===== src/rtl/regfile_2r1w_sweep_if.sv =====
// Bus bundle for regfile_2r1w_sweep: write port, two read ports, clear mask and sweep control.
// master drives requests, slave (the register file) returns read data and status.
interface regfile_2r1w_sweep_if #(
  parameter int unsigned W1 = 2,
  parameter int unsigned W2 = 8
);
  logic                  we;
  logic [W1-1:0]         wa;
  logic [W2-1:0]         wd;
  logic [W1-1:0]         ra0;
  logic [W1-1:0]         ra1;
  logic [W2-1:0]         rd0;
  logic [W2-1:0]         rd1;
  logic [(1 << W1)-1:0]  clr;
  logic                  init;
  logic                  busy;
  logic                  done;
  logic                  wdrop;

  modport master (
    output we, wa, wd, ra0, ra1, clr, init,
    input  rd0, rd1, busy, done, wdrop
  );

  modport slave (
    input  we, wa, wd, ra0, ra1, clr, init,
    output rd0, rd1, busy, done, wdrop
  );
endinterface


===== src/rtl/regfile_2r1w_sweep.sv =====
// 2^W1 x W2 register file, one write / two registered read ports, per-register clear and an
// init sweep FSM. Optional macro REGFILE_BYPASS_EN forwards same-edge write data to the read ports.
module regfile_2r1w_sweep #(
  parameter int unsigned   W1 = 2,
  parameter int unsigned   W2 = 8,
  parameter logic [W2-1:0] IV = '0
) (
  input logic                  clk,
  input logic                  rst,
  regfile_2r1w_sweep_if.slave  bus
);
  localparam int unsigned Depth = 1 << W1;

  typedef enum logic [1:0] {StIdle, StSweep, StDone} state_e;

  state_e        state_q, state_d;
  logic [W1-1:0] idx_q, idx_d;
  logic [W2-1:0] mem_q [Depth];
  logic [W2-1:0] mem_d [Depth];
  logic [W2-1:0] rd0_q, rd0_d;
  logic [W2-1:0] rd1_q, rd1_d;
  logic          wdrop_q, wdrop_d;
  logic          wr_acc;

  assign wr_acc = bus.we && (state_q == StIdle);

  always_comb begin
    state_d = state_q;
    idx_d   = idx_q;
    case (state_q)
      StIdle: begin
        if (bus.init) begin
          state_d = StSweep;
          idx_d   = '0;
        end
      end
      StSweep: begin
        idx_d = idx_q + W1'(1);
        if (&idx_q) state_d = StDone;
      end
      StDone:  state_d = StIdle;
      default: state_d = StIdle;
    endcase
  end

  // Per-register priority: sweep load, then clear, then write.
  always_comb begin
    for (int unsigned i = 0; i < Depth; i++) begin
      mem_d[i] = mem_q[i];
      if ((state_q == StSweep) && (idx_q == W1'(i))) begin
        mem_d[i] = IV;
      end else if (bus.clr[i]) begin
        mem_d[i] = IV;
      end else if (wr_acc && (bus.wa == W1'(i))) begin
        mem_d[i] = bus.wd;
      end
    end
  end

  always_comb begin
    rd0_d = mem_q[bus.ra0];
    rd1_d = mem_q[bus.ra1];
`ifdef REGFILE_BYPASS_EN
    if (wr_acc && (bus.wa == bus.ra0)) rd0_d = bus.clr[bus.wa] ? IV : bus.wd;
    if (wr_acc && (bus.wa == bus.ra1)) rd1_d = bus.clr[bus.wa] ? IV : bus.wd;
`endif
    // Any write outside IDLE is rejected and flagged.
    wdrop_d = bus.we && (state_q != StIdle);
  end

  always_ff @(posedge clk or negedge rst) begin
    if (!rst) begin
      state_q <= StIdle;
      idx_q   <= '0;
      rd0_q   <= IV;
      rd1_q   <= IV;
      wdrop_q <= 1'b0;
      for (int unsigned i = 0; i < Depth; i++) mem_q[i] <= IV;
    end else begin
      state_q <= state_d;
      idx_q   <= idx_d;
      rd0_q   <= rd0_d;
      rd1_q   <= rd1_d;
      wdrop_q <= wdrop_d;
      for (int unsigned i = 0; i < Depth; i++) mem_q[i] <= mem_d[i];
    end
  end

  assign bus.rd0   = rd0_q;
  assign bus.rd1   = rd1_q;
  assign bus.busy  = (state_q == StSweep);
  assign bus.done  = (state_q == StDone);
  assign bus.wdrop = wdrop_q;
endmodule


===== src/flat_wrapper.sv =====
// flat-port wrapper written by rule: the top's interface ports become plain ports
module regfile_2r1w_sweep_flat 
#(
  parameter int unsigned   W1 = 2,
  parameter int unsigned   W2 = 8,
  parameter logic [W2-1:0] IV = '0
)
  (clk, rst, bus_we, bus_wa, bus_wd, bus_ra0, bus_ra1, bus_clr, bus_init, bus_rd0, bus_rd1, bus_busy, bus_done, bus_wdrop);
  regfile_2r1w_sweep_if #(.W1(W1), .W2(W2)) bus_i ();
  input logic clk;
  input logic rst;
  input wire logic [$bits(bus_i.we)-1:0] bus_we;
  input wire logic [$bits(bus_i.wa)-1:0] bus_wa;
  input wire logic [$bits(bus_i.wd)-1:0] bus_wd;
  input wire logic [$bits(bus_i.ra0)-1:0] bus_ra0;
  input wire logic [$bits(bus_i.ra1)-1:0] bus_ra1;
  input wire logic [$bits(bus_i.clr)-1:0] bus_clr;
  input wire logic [$bits(bus_i.init)-1:0] bus_init;
  output wire logic [$bits(bus_i.rd0)-1:0] bus_rd0;
  output wire logic [$bits(bus_i.rd1)-1:0] bus_rd1;
  output wire logic [$bits(bus_i.busy)-1:0] bus_busy;
  output wire logic [$bits(bus_i.done)-1:0] bus_done;
  output wire logic [$bits(bus_i.wdrop)-1:0] bus_wdrop;
  assign bus_i.we = bus_we;
  assign bus_i.wa = bus_wa;
  assign bus_i.wd = bus_wd;
  assign bus_i.ra0 = bus_ra0;
  assign bus_i.ra1 = bus_ra1;
  assign bus_i.clr = bus_clr;
  assign bus_i.init = bus_init;
  assign bus_rd0 = bus_i.rd0;
  assign bus_rd1 = bus_i.rd1;
  assign bus_busy = bus_i.busy;
  assign bus_done = bus_i.done;
  assign bus_wdrop = bus_i.wdrop;
  regfile_2r1w_sweep #(.W1(W1), .W2(W2), .IV(IV)) u_core (.clk(clk), .rst(rst), .bus(bus_i));
endmodule

===== config.mk =====
export PLATFORM = sky130hd
export DESIGN_NAME = regfile_2r1w_sweep_flat
export DESIGN_NICKNAME = d
export VERILOG_FILES = /design/src/rtl/regfile_2r1w_sweep_if.sv /design/src/rtl/regfile_2r1w_sweep.sv /design/src/flat_wrapper.sv
export SDC_FILE = /design/constraint.sdc
export NUM_CORES = 1
export LEC_CHECK = 0
export CAP_MARGIN = 30
export CORE_MARGIN = 3
export CORE_UTILIZATION = 45
export DETAILED_ROUTE_END_ITERATION = 8
export PLACE_DENSITY = 0.71
export SLEW_MARGIN = 20
export SYNTH_ARGS = -nofsm -noshare
export SYNTH_HDL_FRONTEND = slang
export SYNTH_SLANG_ARGS = --single-unit

===== constraint.sdc =====
create_clock -name clk -period 3.5 [get_ports clk]
set_clock_uncertainty 0.15 [all_clocks]
set_input_delay 0.525 -clock clk [delete_from_list [all_inputs] [get_ports clk]]
set_output_delay 0.525 -clock clk [all_outputs]
set_load 0.02 [all_outputs]

==> out/metrics.csv <==
stage,metric,value,unit
job,drv_cap,0,
critical_path,crit_arrival,2.02,ns
critical_path,crit_chain,nor2b_1 -> clkdlybuf4s50_1,
synthesis,avgSynthCellArea,12.0,um^2
timing,fmax,371,MHz
synthesis,synth_fp_nets,234,
timing,slew_headroom,0.318,
synthesis,async_reset_ff_frac,1.00,
die,die_area,6490,um^2
detailed_routing,drt_iter0_markers,316,
timing,finalCriticalPeriod,2.70,ns
clock_tree,post_cts_buffers,0,
critical_path,worstRegToRegCells,3,
synthesis,synth_top_family_by_area,compound AO/OA/AOI/OAI gates,
timing,drv_slew,0,
clock_tree,clk_pin_slew,0.09,ns
timing,hold_ws,0.103,ns
synthesis,synth-simple-area-share,0.0980,
synthesis,yosys-top-cells-area,"dfrtp_1, mux4_2, a21oi_1",
placement,dp_hpwl,3700,um
synthesis,synth_mux_area_frac,0.153,
synthesis,synthAdderAreaFrac,0.0200,
die,io_pins,41,
clock_tree,cts_made_buffers,5,
global_route,grt.overflow.total,0,
run_status,outcome,completed,
global_route,grt_pass1_wl,9540,um
pwr,ir_drop,346,uV
synthesis,synth_top_area_share,0.530,
pwr,p_leak,0.00125,uW
layout,final_cell_area,3040,um^2
global_route,grt_use_total,0.193,
synthesis,yosys_warnings,0,
pwr,power,1520,uW
detailed_routing,antenna_left,0,
clock_tree,cts_num_sinks,53,
detailed_routing,drc,0,
critical_path,r2r_start,u_core.state_q[0],
critical_path,critical_path_peak_fanout,9,
layout,drive_above_1_share,0.137,
placement,port_buffers,40,
synthesis,ys_types,29,
clock_tree,cts-root-buf,clkbuf_8,
placement,place_area,2900,um^2
layout,diodes,0,
timing,rsz0062_at_grt,false,
synthesis,ys.flop_type,dfrtp_1,
synthesis,netlist_area,2500,um^2
critical_path,critPathRequiredTime,2.82,ns
global_route,antenna_found_initial,0,
layout,layout_common_cells,"dfrtp_1, clkdlybuf4s50_1, nand3_1, a21oi_1, o21ai_0",
synthesis,synth_edf_count,0,
clock_tree,clock_latency,0.30,ns
critical_path,path_class,flop to output port,
timing,hold_viol,0,
layout,area_growth,21.6,%
timing,setup_viol,0,
clock_tree,cts_tree,done,
clock_tree,htreeDepth,2,
die,die_h,80.6,um
detailed_routing,drt_first_pass_iters,4,
synthesis,yosys_register_bits,53,
synthesis,synth_xor_area_frac,0,
worst_hold_path,min_path_type,input port to asynchronous set/reset pin,
synthesis,ys_seq_area_frac,0.530,
critical_path,max_stage_delay,0.70,ns
layout,final_nets,266,
detailed_routing,via_per_inst,5.99,
die,core_area,5240,um^2
layout,final_common_cell,dfrtp_1,
synthesis,synthCells,208,
global_route,grt_max_degree,33,
detailed_routing,vias,1862,
pwr,power_density,498,nW/um^2
critical_path,start_kind,flop,
clock_tree,cts_buffer_depth,2,
die,initial_core_util,0.478,
synthesis,synth_compound_area_frac,0.153,
die,num_rows,26,
critical_path,end_kind,output port,
placement,place.gp.congestion,0.730,
synthesis,synth.largest_area_cell,dfrtp_1,
detailed_routing,finalWirelength,5690,um
critical_path,rrSetupSlack,1.49,ns
timing,fin_crit_sh,0.770,
critical_path,crit_path_top_delay_cell,clkdlybuf4s50_1,
timing,worst_pin_slew,1.02,ns
timing,setup_tns,0,ns
detailed_routing,wl_per_cell,18.3,um
global_route,grt_pass1_vias,1853,
clock_tree,cts_resized,0,
layout,fillers,443,
critical_path,r2r_end,u_core.mem_q[12],
die,die_w,80.6,um
clock_tree,postCtsHoldBufs,0,
[state kept, by name, indices dropped and copies added, names as in the netlist]
name              count
u_core.bus.rd0        8
u_core.mem_q         32
u_core.state_q        2
u_core.idx_q          2
u_core.bus.wdrop      1
u_core.bus.rd1        8
[how the worst max path moves through the flow]
stage / endpoint / startpoint
finish: bus_busy / u_core.state_q[0]
global route: bus_busy / u_core.state_q[0]
CTS: bus_busy / u_core.state_q[0]
detailed placement: u_core.mem_q[10] / bus_we
global placement: u_core.mem_q[14] / bus_we
floorplan: u_core.mem_q[10] / u_core.state_q[0]
[final cells by class]
cell class              count  area, um^2  share of cell area
repair buffers             43         438               0.144
flip-flops and latches     53        1330               0.436
clock buffers               7        86.3              0.0284
inverters                   4        15.0             0.00494
well taps                  70        87.6              0.0288
clock inverters             1        30.0             0.00987
multi-input cells         133        1060               0.348
[where the power goes]
part / total [uW] / internal, uW / switching, uW
logic: 372 / 160 / 213
clock network: 430 / 233 / 197
registers: 713 / 660 / 52.6
total: 1520 / 1050 / 462
[cell families after synthesis]
| family | count (synthesis) |
|---|---|
| AO/OA/AOI/OAI | 71 |
| adder cells (fa/ha/maj) | 4 |
| buffers and inverters | 22 |
| flip-flops | 53 |
| multiplexers | 18 |
| AND/OR/NAND/NOR | 40 |
[critical path, delay by kind of cell (launching register included)]
| family | cells | cell delay (ns) |
|---|---|---|
| buffers and inverters | 1 | 0.70 |
| flip-flops | 1 | 0.53 |
| AND/OR/NAND/NOR | 1 | 0.48 |
[cell usage after synthesis, types with 3 or more instances]
cell type,n
o21ai_1,8
nand3_1,32
buf_2,4
mux4_2,16
dfrtp_1,53
a21oi_1,32
ha_1,4
clkbuf_1,5
a21o_1,4
inv_1,4
buf_4,3
o21ai_0,22
[routing by layer]
metal  global-route usage  vias up  wire, um
li1                     -      835         -
met4               0.0372        0        42
met2                0.305       75      2770
met1                0.273      944      2480
met3               0.0471        8       385
met5                    0        -         0
[metrics by stage]
| stage | util | cells | setup slack, ns |
|---|---|---|---|
| finish | 0.581 | 311 | 0.804 |
| global route | 0.581 | 311 | 0.746 |
| CTS | 0.575 | 310 | 0.797 |
| detailed placement | 0.553 | 302 | 1.02 |
| global placement | 0.553 | 302 | 1.07 |
| floorplan | - | 208 | 1.86 |
(Power assumes the default switching activity.)
